`config.mk`:
```
export PLATFORM = sky130hd
export DESIGN_NAME = qed_inst_constraint_seq
export DESIGN_NICKNAME = d
export VERILOG_FILES = /design/src/rtl/qed_pkg.sv /design/src/rtl/qed_inst_decode.sv /design/src/rtl/qed_inst_constraint_seq.sv
export SDC_FILE = /design/constraint.sdc
export NUM_CORES = 1
export LEC_CHECK = 0
export CORE_ASPECT_RATIO = 1.25
export CORE_UTILIZATION = 33
export DETAILED_ROUTE_END_ITERATION = 10
export PLACE_DENSITY = 0.81
export SETUP_SLACK_MARGIN = 0.1
export SKIP_LAST_GASP = 1
export SYNTH_ARGS = -nofsm -noshare
export SYNTH_HDL_FRONTEND = slang
export SYNTH_HIERARCHICAL = 1
export SYNTH_SLANG_ARGS = --single-unit
```
`constraint.sdc`:
```
create_clock -name clk -period 3.5 [get_ports clk]
set_input_delay 0.875 -clock clk [delete_from_list [all_inputs] [get_ports clk]]
set_output_delay 0.875 -clock clk [all_outputs]
set_load 0.01 [all_outputs]
```
`src/rtl/qed_pkg.sv`:
```
// Shared encodings for the SQED instruction-legality filter: RV32 opcode/funct
// fields of the supported subset and the static instruction classes.
package qed_pkg;

    localparam logic [6:0] OP_R     = 7'b0110011;
    localparam logic [6:0] OP_IMM   = 7'b0010011;
    localparam logic [6:0] OP_LOAD  = 7'b0000011;
    localparam logic [6:0] OP_STORE = 7'b0100011;
    localparam logic [6:0] OP_NOP   = 7'b1111111;

    localparam logic [2:0] F3_ADD_SUB = 3'b000;
    localparam logic [2:0] F3_SLL     = 3'b001;
    localparam logic [2:0] F3_W       = 3'b010;
    localparam logic [2:0] F3_SRL_SRA = 3'b101;

    localparam logic [6:0] F7_BASE = 7'b0000000;
    localparam logic [6:0] F7_ALT  = 7'b0100000;
    localparam logic [6:0] F7_MUL  = 7'b0000001;

    typedef enum logic [2:0] {
        CLS_ILLEGAL = 3'd0,
        CLS_R       = 3'd1,
        CLS_I       = 3'd2,
        CLS_LW      = 3'd3,
        CLS_SW      = 3'd4,
        CLS_NOP     = 3'd5
    } inst_class_e;

endpackage

```
`src/rtl/qed_inst_decode.sv`:
```
// Stateless classifier: maps a 32-bit instruction to its class, or CLS_ILLEGAL
// when it lies outside the enabled subset or touches a duplicate-half register.
module qed_inst_decode
    import qed_pkg::*;
#(
    parameter int ORIG_REGS = 16,
    parameter bit EN_MUL    = 1'b1,
    parameter bit EN_MEM    = 1'b1
) (
    input  logic [31:0]  instruction,
    output inst_class_e  inst_class
);

    localparam logic [5:0] REG_LIM = 6'(ORIG_REGS);

    logic [6:0] opcode;
    logic [6:0] funct7;
    logic [2:0] funct3;
    logic [4:0] rd;
    logic [4:0] rs1;
    logic [4:0] rs2;
    logic       r_op_ok;
    logic       i_op_ok;
    logic       mem_form_ok;

    function automatic logic reg_ok(input logic [4:0] r);
        return {1'b0, r} < REG_LIM;
    endfunction

    assign opcode = instruction[6:0];
    assign rd     = instruction[11:7];
    assign funct3 = instruction[14:12];
    assign rs1    = instruction[19:15];
    assign rs2    = instruction[24:20];
    assign funct7 = instruction[31:25];

    // LW/SW only with base x0 and a small non-negative offset
    assign mem_form_ok = EN_MEM && (funct3 == F3_W) && (rs1 == 5'd0)
                         && (instruction[31:30] == 2'b00);

    always_comb begin
        r_op_ok = 1'b0;
        case (funct7)
            F7_BASE: r_op_ok = 1'b1;
            F7_ALT:  r_op_ok = (funct3 == F3_ADD_SUB) || (funct3 == F3_SRL_SRA);
            F7_MUL:  r_op_ok = EN_MUL && !funct3[2];
            default: r_op_ok = 1'b0;
        endcase

        i_op_ok = 1'b1;
        case (funct3)
            F3_SLL:     i_op_ok = (funct7 == F7_BASE);
            F3_SRL_SRA: i_op_ok = (funct7 == F7_BASE) || (funct7 == F7_ALT);
            default:    i_op_ok = 1'b1;
        endcase

        inst_class = CLS_ILLEGAL;
        case (opcode)
            OP_R:
                if (r_op_ok && reg_ok(rd) && reg_ok(rs1) && reg_ok(rs2))
                    inst_class = CLS_R;
            OP_IMM:
                if (i_op_ok && reg_ok(rd) && reg_ok(rs1))
                    inst_class = CLS_I;
            OP_LOAD:
                if (mem_form_ok && reg_ok(rd))
                    inst_class = CLS_LW;
            OP_STORE:
                if (mem_form_ok && reg_ok(rs2))
                    inst_class = CLS_SW;
            OP_NOP:
                inst_class = CLS_NOP;
            default:
                inst_class = CLS_ILLEGAL;
        endcase
    end

endmodule

```
`src/rtl/qed_inst_constraint_seq.sv`:
```
// Stateful legality filter for the SQED harness: static decode plus an
// instruction budget, a memory-op cooldown and a sticky violation flag.
module qed_inst_constraint_seq
    import qed_pkg::*;
#(
    parameter int ORIG_REGS = 16,
    parameter bit EN_MUL    = 1'b1,
    parameter bit EN_MEM    = 1'b1,
    parameter int MAX_INSTS = 16,
    parameter int MEM_GAP   = 1,
    parameter int CNT_W     = $clog2(MAX_INSTS + 1)
) (
    input  logic             clk,
    input  logic             rst,
    input  logic [31:0]      instruction,
    input  logic             inst_valid,
    output logic             allowed,
    output logic [2:0]       inst_class,
    output logic [CNT_W-1:0] inst_count,
    output logic             budget_done,
    output logic             violation
);

    localparam int                COOL_W    = (MEM_GAP > 0) ? $clog2(MEM_GAP + 1) : 1;
    localparam logic [CNT_W-1:0]  CNT_MAX   = CNT_W'(MAX_INSTS);
    localparam logic [COOL_W-1:0] COOL_LOAD = COOL_W'(MEM_GAP);

    inst_class_e       cls;
    logic [COOL_W-1:0] mem_cool;
    logic              is_mem;
    logic              accept;

    qed_inst_decode #(
        .ORIG_REGS (ORIG_REGS),
        .EN_MUL    (EN_MUL),
        .EN_MEM    (EN_MEM)
    ) u_decode (
        .instruction (instruction),
        .inst_class  (cls)
    );

    assign inst_class  = cls;
    assign is_mem      = (cls == CLS_LW) || (cls == CLS_SW);
    assign budget_done = (inst_count == CNT_MAX);
    // NOPs stay legal after the budget is spent so the run can drain
    assign allowed     = (cls != CLS_ILLEGAL)
                         && !(budget_done && (cls != CLS_NOP))
                         && !((mem_cool != '0) && is_mem);
    assign accept      = inst_valid && allowed;

    always_ff @(posedge clk or posedge rst) begin
        if (rst) begin
            inst_count <= '0;
            mem_cool   <= '0;
            violation  <= 1'b0;
        end else begin
            if (accept && (cls != CLS_NOP) && !budget_done)
                inst_count <= inst_count + CNT_W'(1);
            // cooldown is a free-running timer, not gated by inst_valid
            if (accept && is_mem)
                mem_cool <= COOL_LOAD;
            else if (mem_cool != '0)
                mem_cool <= mem_cool - COOL_W'(1);
            if (inst_valid && !allowed)
                violation <= 1'b1;
        end
    end

`ifdef FORMAL
    always @(posedge clk) begin
        assume property (!inst_valid || allowed);
    end
`endif

endmodule
```
==> impl_metrics.py <==
metrics = {
    "synthesis": {
        "synth_nets": 102,
        "yosys.area.top_type_share": 0.281,
        "ys_warn_count": 6,
        "synth_top_area_cell": "dfrtp_1",
        "synth-seq-cells": 7,
        "synth_cells": 65,
        "syn_area_um2": 624,
        "synth_flop_cell": "dfrtp_1",
        "syn_avg_cell_area_um2": 9.61,
        "synth_edf_count": 0,
        "synthTopCellsByArea": "dfrtp_1 (28%), xor2_1 (4.2%), ha_1 (4.0%), nand4_1 (4.0%), nor4bb_4 (4.0%)",
        "synthDistinctLibCells": 34,
        "async_flop_share": 1.00,
        "ys_seq_area_frac": 0.281,
    },
    "final_layout": {
        "regArea_um2": 175,
        "nets": 166,
        "multi_input_area_um2": 482,
        "syn_to_final_growth_pct": 102,
        "diodes": 0,
        "drive_gt1_frac": 0.406,
        "fillers": 147,
    },
    "sta": {
        "hold_viol": 0,
        "post-route-period-util": 1.01,
        "tightestPinTransition_ps": 361,
        "fin_ws_ps": -21.6,
        "finalClockSkew_ps": 0.940,
        "fmax_mhz": 284,
        "layout_min_cycle_time_ps": 3520,
        "setup_violations": 1,
        "hold_ws_ps": 482,
        "rsz0062_at_grt": "yes",
        "max_slew_margin": 0.753,
        "finalSetupTns_ps": -21.6,
        "report.final.slew_viol_count": 0,
    },
    "outcome": {
        "status": "finished, violations left",
        "violations": "setup timing",
    },
    "pwr": {
        "peakVddDrop_uv": 128,
        "powerDensity_nw_per_um2": 225,
        "leakagePower_nw": 0.572,
    },
    "hold_path": {
        "min_path_type": "reg2reg",
        "hold_depth": 1,
        "min_to": "violation",
        "holdCritStartpoint": "violation",
    },
    "floorplan": {
        "die_w_um": 40.9,
        "die_area_um2": 2070,
        "fp.coreArea_um2": 1770,
        "num_rows": 17,
        "start_util": 0.354,
        "ioPinCount": 46,
        "die_h_um": 50.6,
    },
    "setup_path": {
        "crit_fanout": 3,
        "worstSetupStartpointType": "input pin",
        "reg2reg_setup_slack_ps": 1750,
        "r2r_end": "inst_count[1]",
        "slowest_stage": "clkdlybuf4s50_1",
        "cp.arrival_ps": 2650,
        "reg2regPathDepth": 6,
        "crit_chain": "clkdlybuf4s50_1, inv_1, nor4_2, nand4_1, buf_4, o211ai_4, nand4b_1, o31ai_4, a21oi_2, buf_2",
        "cp-end-kind": "output port",
        "crit_required_ps": 2620,
        "crit_type": "in2out",
        "reg2reg_from": "inst_count[0]",
        "slowest_delay_ps": 490,
    },
    "detailed_routing": {
        "vias": 785,
        "drt_iter0_markers": 5,
        "ant_nets": 0,
        "wl_per_cell_um": 13.2,
        "viasPerCell": 5.34,
        "wl_um": 1950,
        "drc": 0,
        "dr.pass1.iters": 3,
    },
    "cts": {
        "htree_levels": 1,
        "cts-root-buf": "clkbuf_4",
        "cts_buffers": 3,
        "clk_path_buf_depth": 2,
        "clkSlewWorstSetupHoldPaths_ps": 50,
        "cts.sinks": 7,
        "cts_hold_buf": 0,
        "cts_tree": "built",
        "clk-insertion-delay-late_ps": 260,
    },
    "global_route": {
        "grt_max_degree": 8,
        "grt_pass1_vias": 863,
        "grtUsageTotal": 0.234,
        "grt_pass1_wl_um": 3340,
        "overflow": 0,
        "antenna_found_initial": 0,
    },
    "place": {
        "hpwl_um": 1530,
        "io_buffers": 37,
        "place.gp.congestion": 0.688,
        "place_ws_ps": -909,
    },
    "job": {
        "drv_cap": 0,
    },
}
-- kinds of logic (layout without fill, tap and decap cells) --
kind of cell,Yosys count,count (layout),share of synthesized area
xor+xnor,5,5,0.0702
fa+ha+maj,2,2,0.0401
simple gates,33,33,0.387
buf+inv,6,69,0.0361
flops,7,7,0.281
mux,1,1,0.0240
compound gates,11,11,0.162
-- power breakdown --
part / switching (W) / internal [W]
Combinational: 0.0000393 / 0.0000679
Sequential: 0.0000127 / 0.0000903
Clock: 0.0000310 / 0.0000436
Total: 0.0000831 / 0.000202
-- sequential cells by signal (all words and copies together) (netlist names) --
| name | cells |
|---|---|
| violation | 1 |
| mem_cool | 1 |
| inst_count | 5 |
-- what timing repair did --
item / 4_1_cts / 5_1_grt
setup buffers: 8 / 1
pin swaps: 9 / 6
endpoints found under the setup margin: 4 / 3
resized for setup: 40 / 8
-- final cells by class --
type	instances	share of cell area
Timing Repair Buffer	59	0.423
Multi-Input combinational cell	52	0.381
Sequential cell	7	0.139
Clock buffer	4	0.0208
Tap cell	19	0.0188
Inverter	6	0.0178
-- how the worst max path moves through the flow --
| stage | start | end | cells after the start |
|---|---|---|---|
| after floorplan | instruction[4] | allowed | 7 |
| after CTS | instruction[4] | allowed | 10 |
| final | instruction[13] | allowed | 10 |
| after global routing | instruction[13] | allowed | 10 |
| after global placement | instruction[4] | allowed | 8 |
| after detailed placement | instruction[12] | allowed | 8 |
-- stage by stage --
step           cells   util  instance area (um2)  total power [W]
2_1_floorplan     65      -                  632         0.000142
3_3_place_gp     135  0.641                 1130         0.000205
3_5_place_dp     135  0.641                 1130         0.000209
4_1_cts          147  0.702                 1240         0.000284
5_1_grt          147  0.716                 1260         0.000302
6_report         147  0.716                 1260         0.000285
-- cells in the mapped netlist, types with 2 or more instances --
cell type / number
nor3_1: 2
a21oi_1: 4
nor2_1: 5
ha_1: 2
xor2_1: 3
nand4_1: 4
inv_1: 5
nand2_1: 2
dfrtp_1: 7
nand3_1: 2
xnor2_1: 2
nand4b_1: 2
nand3b_1: 3
nor3_2: 2
-- cell usage in the layout (no fill, tap or decap), drive strengths merged, types with 2 or more instances in the layout --
master	count
dlymetal6s2s	3
xor2	3
nand2	2
a21oi	4
dfrtp	7
nor2	5
nor4	2
nand3	2
clkdlybuf4s50	22
nor3	4
nand4b	2
nand4	4
buf	27
ha	2
dlygate4sd2	5
inv	6
a31o	2
nand3b	3
xnor2	2
clkbuf	5
-- metal layers --
metal | track usage | wire length, um | vias to the layer above | share of wire
met5 | 0 | 0 | - | 0
met4 | 0.0833 | 29 | 0 | 0.015
met3 | 0.0310 | 151 | 3 | 0.078
met2 | 0.477 | 1170 | 41 | 0.60
met1 | 0.198 | 599 | 368 | 0.31
li1 | - | - | 373 | -
-- critical path: cells and delay by family --
kind                   cells  cell delay (ps)
buffers and inverters      4              910
AO/OA/AOI/OAI              3              380
AND/OR/NAND/NOR            3              480
No activity file was read; power rests on OpenSTA's default activity.
